===== src/rtl/display_frame_scheduler.sv =====
// Display frame scheduler: latches the committed frame base at each accepted
// frame start, then walks the active lines issuing one DMA read per line with
// a bounded number of reads in flight. Runs in the display pixel clock domain.
module display_frame_scheduler #(
    parameter string DISPLAY_MODE    = "640x480_60Hz",
    parameter int    LINE_STRIDE     = 8192,
    parameter int    MAX_OUTSTANDING = 2
) (
    input  logic        lvds_slowclk,
    input  logic        rst_n,
    input  logic        enable,
    input  logic [31:0] next_base,
    input  logic        commit,
    input  logic        vsync_fall,
    output logic        cmd_valid,
    input  logic        cmd_ready,
    output logic [31:0] cmd_addr,
    output logic [15:0] cmd_bytes,
    input  logic        cmd_done,
    output logic        flip_done,
    output logic [31:0] active_base,
    output logic        busy,
    output logic [15:0] debug_late_count
);

    // Geometry derived from the selected display mode (2 pixels per 64-bit word).
    localparam int LINE_WORDS = (DISPLAY_MODE == "1920x1080_60Hz") ? 960 :
                                (DISPLAY_MODE == "1280x720_60Hz")  ? 640 : 320;
    localparam int LINES      = (DISPLAY_MODE == "1920x1080_60Hz") ? 1080 :
                                (DISPLAY_MODE == "1280x720_60Hz")  ? 720  : 480;

    localparam logic [15:0] LINE_BYTES = 16'(LINE_WORDS * 8);
    localparam logic [31:0] STRIDE     = 32'(LINE_STRIDE);
    localparam logic [10:0] LAST_LINE  = 11'(LINES - 1);
    localparam logic [2:0]  MAX_OUT    = 3'(MAX_OUTSTANDING);

    typedef enum logic [1:0] {
        IDLE,
        ISSUE,
        DRAIN
    } state_t;

    state_t      state_q, state_d;
    logic        pending_q, pending_d;
    logic [31:0] pending_base_q, pending_base_d;
    logic [31:0] active_base_q, active_base_d;
    logic [31:0] addr_q, addr_d;
    logic [10:0] line_q, line_d;
    logic [2:0]  outst_q, outst_d;
    logic        flip_q, flip_d;
    logic        busy_q, busy_d;
    logic [15:0] late_q, late_d;

    logic        handshake;
    logic        frame_start;

    // A command is offered only while fetching lines and below the in-flight limit;
    // since the in-flight count cannot rise without a handshake, valid holds until accepted.
    assign cmd_valid   = (state_q == ISSUE) && (outst_q < MAX_OUT);
    assign handshake   = cmd_valid && cmd_ready;
    assign frame_start = vsync_fall && enable;

    assign cmd_addr         = addr_q;
    assign cmd_bytes        = LINE_BYTES;
    assign flip_done        = flip_q;
    assign active_base      = active_base_q;
    assign busy             = busy_q;
    assign debug_late_count = late_q;

    // Next-state logic: frame sequencing, address accumulation, commit capture and counters.
    always_comb begin
        state_d        = state_q;
        pending_d      = pending_q;
        pending_base_d = pending_base_q;
        active_base_d  = active_base_q;
        addr_d         = addr_q;
        line_d         = line_q;
        outst_d        = outst_q;
        flip_d         = 1'b0;
        busy_d         = busy_q;
        late_d         = late_q;

        case (state_q)
            IDLE: begin
                if (frame_start) begin
                    state_d = ISSUE;
                    line_d  = '0;
                    busy_d  = 1'b1;
                    if (pending_q) begin
                        active_base_d = pending_base_q;
                        addr_d        = pending_base_q;
                        pending_d     = 1'b0;
                        flip_d        = 1'b1;
                    end else begin
                        addr_d = active_base_q;
                    end
                end
            end
            ISSUE: begin
                if (handshake) begin
                    line_d = line_q + 11'd1;
                    addr_d = addr_q + STRIDE;
                    if (line_q == LAST_LINE) begin
                        state_d = DRAIN;
                    end
                end
            end
            DRAIN: begin
                if (outst_q == 3'd0) begin
                    state_d = IDLE;
                    busy_d  = 1'b0;
                end
            end
            default: begin
                state_d = IDLE;
            end
        endcase

        // A frame start that arrives mid-frame is only counted, never honoured.
        if (frame_start && busy_q && (late_q != 16'hFFFF)) begin
            late_d = late_q + 16'd1;
        end

        // Handshake and completion in the same cycle cancel; stray completions are dropped.
        if (handshake && !cmd_done) begin
            outst_d = outst_q + 3'd1;
        end else if (!handshake && cmd_done && (outst_q != 3'd0)) begin
            outst_d = outst_q - 3'd1;
        end

        // Evaluated after the frame-start flip so a commit in the same cycle stays
        // pending for the following frame.
        if (commit) begin
            pending_d      = 1'b1;
            pending_base_d = next_base & 32'hFFFF_FFF8;
        end
    end

    // State and datapath registers.
    always_ff @(posedge lvds_slowclk or negedge rst_n) begin
        if (!rst_n) begin
            state_q        <= IDLE;
            pending_q      <= 1'b0;
            pending_base_q <= '0;
            active_base_q  <= '0;
            addr_q         <= '0;
            line_q         <= '0;
            outst_q        <= '0;
            flip_q         <= 1'b0;
            busy_q         <= 1'b0;
            late_q         <= '0;
        end else begin
            state_q        <= state_d;
            pending_q      <= pending_d;
            pending_base_q <= pending_base_d;
            active_base_q  <= active_base_d;
            addr_q         <= addr_d;
            line_q         <= line_d;
            outst_q        <= outst_d;
            flip_q         <= flip_d;
            busy_q         <= busy_d;
            late_q         <= late_d;
        end
    end

endmodule


===== config.mk =====
export PLATFORM = sky130hd
export DESIGN_NAME = display_frame_scheduler
export DESIGN_NICKNAME = d
export VERILOG_FILES = /design/src/rtl/display_frame_scheduler.sv
export SDC_FILE = /design/constraint.sdc
export NUM_CORES = 1
export LEC_CHECK = 0
export CAP_MARGIN = 20
export CORE_AREA = 2 2 109 111
export DETAILED_ROUTE_END_ITERATION = 16
export DIE_AREA = 0 0 111 113
export PLACE_DENSITY_LB_ADDON = 0.12
export REMOVE_ABC_BUFFERS = 1
export SETUP_SLACK_MARGIN = 0.02
export SLEW_MARGIN = 20
export SYNTH_ARGS = -nofsm -noshare
export SYNTH_HDL_FRONTEND = slang
export SYNTH_SLANG_ARGS = --single-unit

===== constraint.sdc =====
create_clock -name lvds_slowclk -period 5.3 [get_ports lvds_slowclk]
set_input_delay 0.795 -clock lvds_slowclk [delete_from_list [all_inputs] [get_ports lvds_slowclk]]
set_output_delay 0.795 -clock lvds_slowclk [all_outputs]
set_load 0.02 [all_outputs]

==> results_dict.tcl <==
set metrics [dict create \
    rsz0062_at_grt "false" \
    slowest_delay_ps 610 \
    netlist_top_cells_area "dfrtp_1 (53%), mux2_2 (11%), mux2i_1 (3.6%), nand2_1 (2.7%), o21ai_0 (2.6%)" \
    setup-violations-final 0 \
    htree_levels 4 \
    crit_path_end_kind "output pin" \
    multi_input_area_sq_um 2680 \
    vdd_drop_max_uv 345 \
    portBuffers 118 \
    drtIter0Drc 332 \
    holdBufCountCts 0 \
    path_cells "or4b_4, clkinv_4, clkdlybuf4s50_1" \
    maxSlewViolCount 0 \
    drt-vias-per-instance 5.65 \
    num_rows 39 \
    relSlewSlack 0.377 \
    netlist.area_leader.share 0.528 \
    fill_cells 858 \
    critPathBufInv 2 \
    coreArea_sq_um 11300 \
    routed_wl_mm 14.0 \
    crit_path_start_kind "flip-flop" \
    cts_buffer_depth 2 \
    fin_tns_setup_ps 0 \
    vias 4612 \
    synth_flop_cell "dfrtp_1" \
    syn_inst 545 \
    cts_tree "done" \
    die_w_microns 111 \
    maxCapViolCount 0 \
    cts_setup_buffers 0 \
    path_max_fanout 8 \
    final_layout_size_suffix_gt1_frac 0.163 \
    hold_viol 0 \
    dieArea_sq_um 12500 \
    netlist_area_sq_um 6070 \
    place_hpwl_mm 8.99 \
    synth_largest_area_cell "dfrtp_1" \
    fin_skew_ps 7.57 \
    drtAntennaViolNets 0 \
    synth_seq_cells 128 \
    final_nets 704 \
    p_total_mw 4.16 \
    wire_per_inst_microns 17.1 \
    clk_root_buffer_cell "clkbuf_16" \
    fmax_mhz 335 \
    pwr_density_cell_nw_per_um2 528 \
    setup_ws_ps 2320 \
    grt_first_pass_wirelength_mm 22.9 \
    dp_slack_ps 2240 \
    crit_arrival_ps 2190 \
    grt_usage 0.232 \
    path_clk_slew_ps 60 \
    worst_pin_slew_ps 927 \
    synth_edf_count 0 \
    syn_to_final_growth_pct 30.0 \
    ios 138 \
    gp_congestion 0.826 \
    diodes 0 \
    path_class "reg -> out" \
    synth.avg_cell_area_sq_um 11.1 \
    cts_made_buffers 17 \
    grt_max_degree 81 \
    dr.pass1.iters 4 \
    crit_required_ps 4510 \
    status "completed" \
    cts_resized 0 \
    cts.sinks 128 \
    p_leak_nw 3.44 \
    crit_slowest_cell "clkdlybuf4s50_1" \
    die_h_microns 113 \
    start_util 0.538 \
    clk_latency_ps 420 \
    post-route-min-period_ps 2980 \
    antenna_found_initial 0 \
    yosysUniqueCellTypes 52 \
    crit_family "buffers and inverters" \
    worstHoldPathType "in -> async" \
    yosys_warnings 0 \
    fin_crit_sh 0.562 \
    grt_overflow 0 \
    grt_pass1_vias 4546 \
    route.detailed.drc 0 \
    synth.yosys.seq_area_share 0.528 \
    ys_async_sr_fraction 1.00 \
    area.sequential_sq_um 3200 \
]
==> final timing paths <==
check	startpoint	end	slack (ps)	cells after the start
worst max-delay path	state_q[1]$_DFFE_PN0P_	cmd_valid	2320	3
worst min-delay path	rst_n	line_q[9]$_DFFE_PN0P_	390	1
worst max register to register	state_q[1]$_DFFE_PN0P_	outst_q[1]$_DFFE_PN0P_	3060	6
worst min register to register	cmd_addr[2]$_DFFE_PN0P_	cmd_addr[2]$_DFFE_PN0P_	470	2
max in group asynchronous	rst_n	pending_q$_DFFE_PN0P_	3750	2
min in group lvds_slowclk	cmd_addr[2]$_DFFE_PN0P_	cmd_addr[2]$_DFFE_PN0P_	470	2
==> where the power goes <==
group / total [mW] / switching (mW) / internal (mW)
Clock: 1.09 / 0.434 / 0.652
Sequential: 1.53 / 0.274 / 1.26
Combinational: 1.54 / 0.811 / 0.733
Total: 4.16 / 1.52 / 2.64
==> cells by family after synthesis <==
family                     Yosys count  share of synthesized area
DFF                                128                      0.528
muxes                               83                      0.150
AOI/OAI and AO/OA                   85                     0.0835
other                                2                    0.00124
adders and majority gates            4                    0.00949
buffers and inverters               50                     0.0441
and+or+nand+nor                    172                      0.154
xor gates and xnor gates            21                     0.0303
==> worst register-to-register path: stages, from the launching register on <==
cell and delay (ps):
dfrtp_1 450, or4b_4 590, nor3_1 270, inv_1 100, fa_1 520, a21oi_1 60, o21ai_0 160
==> layout by cell type (no fill, tap or decap), types with 17 or more instances in the layout <==
cell,count
dfrtp_1,127
nor3_1,20
a21oi_1,24
nand3_1,26
clkdlybuf4s50_1,117
clkbuf_16,17
o21ai_0,32
mux2i_1,22
mux2_2,61
nand2_1,43
==> state kept, by name (all words and copies together) (netlist names) <==
name,cells
busy,1
active_base,32
debug_late_count,16
line_q,11
cmd_addr,32
flip_done,1
pending_base_q,29
outst_q,3
state_q,2
pending_q,1
==> synthesized netlist by cell type, drive strengths merged (3+ instances only) <==
library cell / n
a211oi: 4
a21oi: 25
and2: 5
and3: 9
and4: 8
buf: 26
clkbuf: 17
dfrtp: 128
ha: 3
inv: 6
mux2: 61
mux2i: 22
nand2: 43
nand3: 27
nand3b: 3
nand4: 15
nor2: 16
nor2b: 3
nor3: 20
nor3b: 3
nor4: 6
o21ai: 33
o22a: 4
o22ai: 4
o31ai: 3
o41ai: 3
or3: 3
or4: 5
xnor2: 7
xor2: 14
==> metrics by stage <==
stage	instances	hold WS, ps	area, sq um	util
4_1_cts	817	440	7880	0.699
5_1_grt	817	448	7890	0.700
6_report	817	388	7890	0.700
2_1_floorplan	516	480	5880	-
3_3_place_gp	785	455	7330	0.650
3_5_place_dp	785	459	7330	0.650
==> area by class of cell <==
class,count,area share
clock buffers,18,0.0557
clock inverters,14,0.0149
inverters,7,0.00396
multi-input cells,381,0.339
flip-flops and latches,128,0.406
well taps,143,0.0227
repair buffers,126,0.157
==> per-layer routing <==
metal | part of all wire | wire length, microns | GRT usage | up-vias
li1 | - | - | - | 2193
met5 | 0 | 0 | 0 | -
met1 | 0.44 | 6130 | 0.296 | 2295
met4 | 0.012 | 163 | 0.0842 | 0
met2 | 0.49 | 6870 | 0.370 | 110
met3 | 0.060 | 843 | 0.0825 | 14
(Power assumes the default switching activity.)
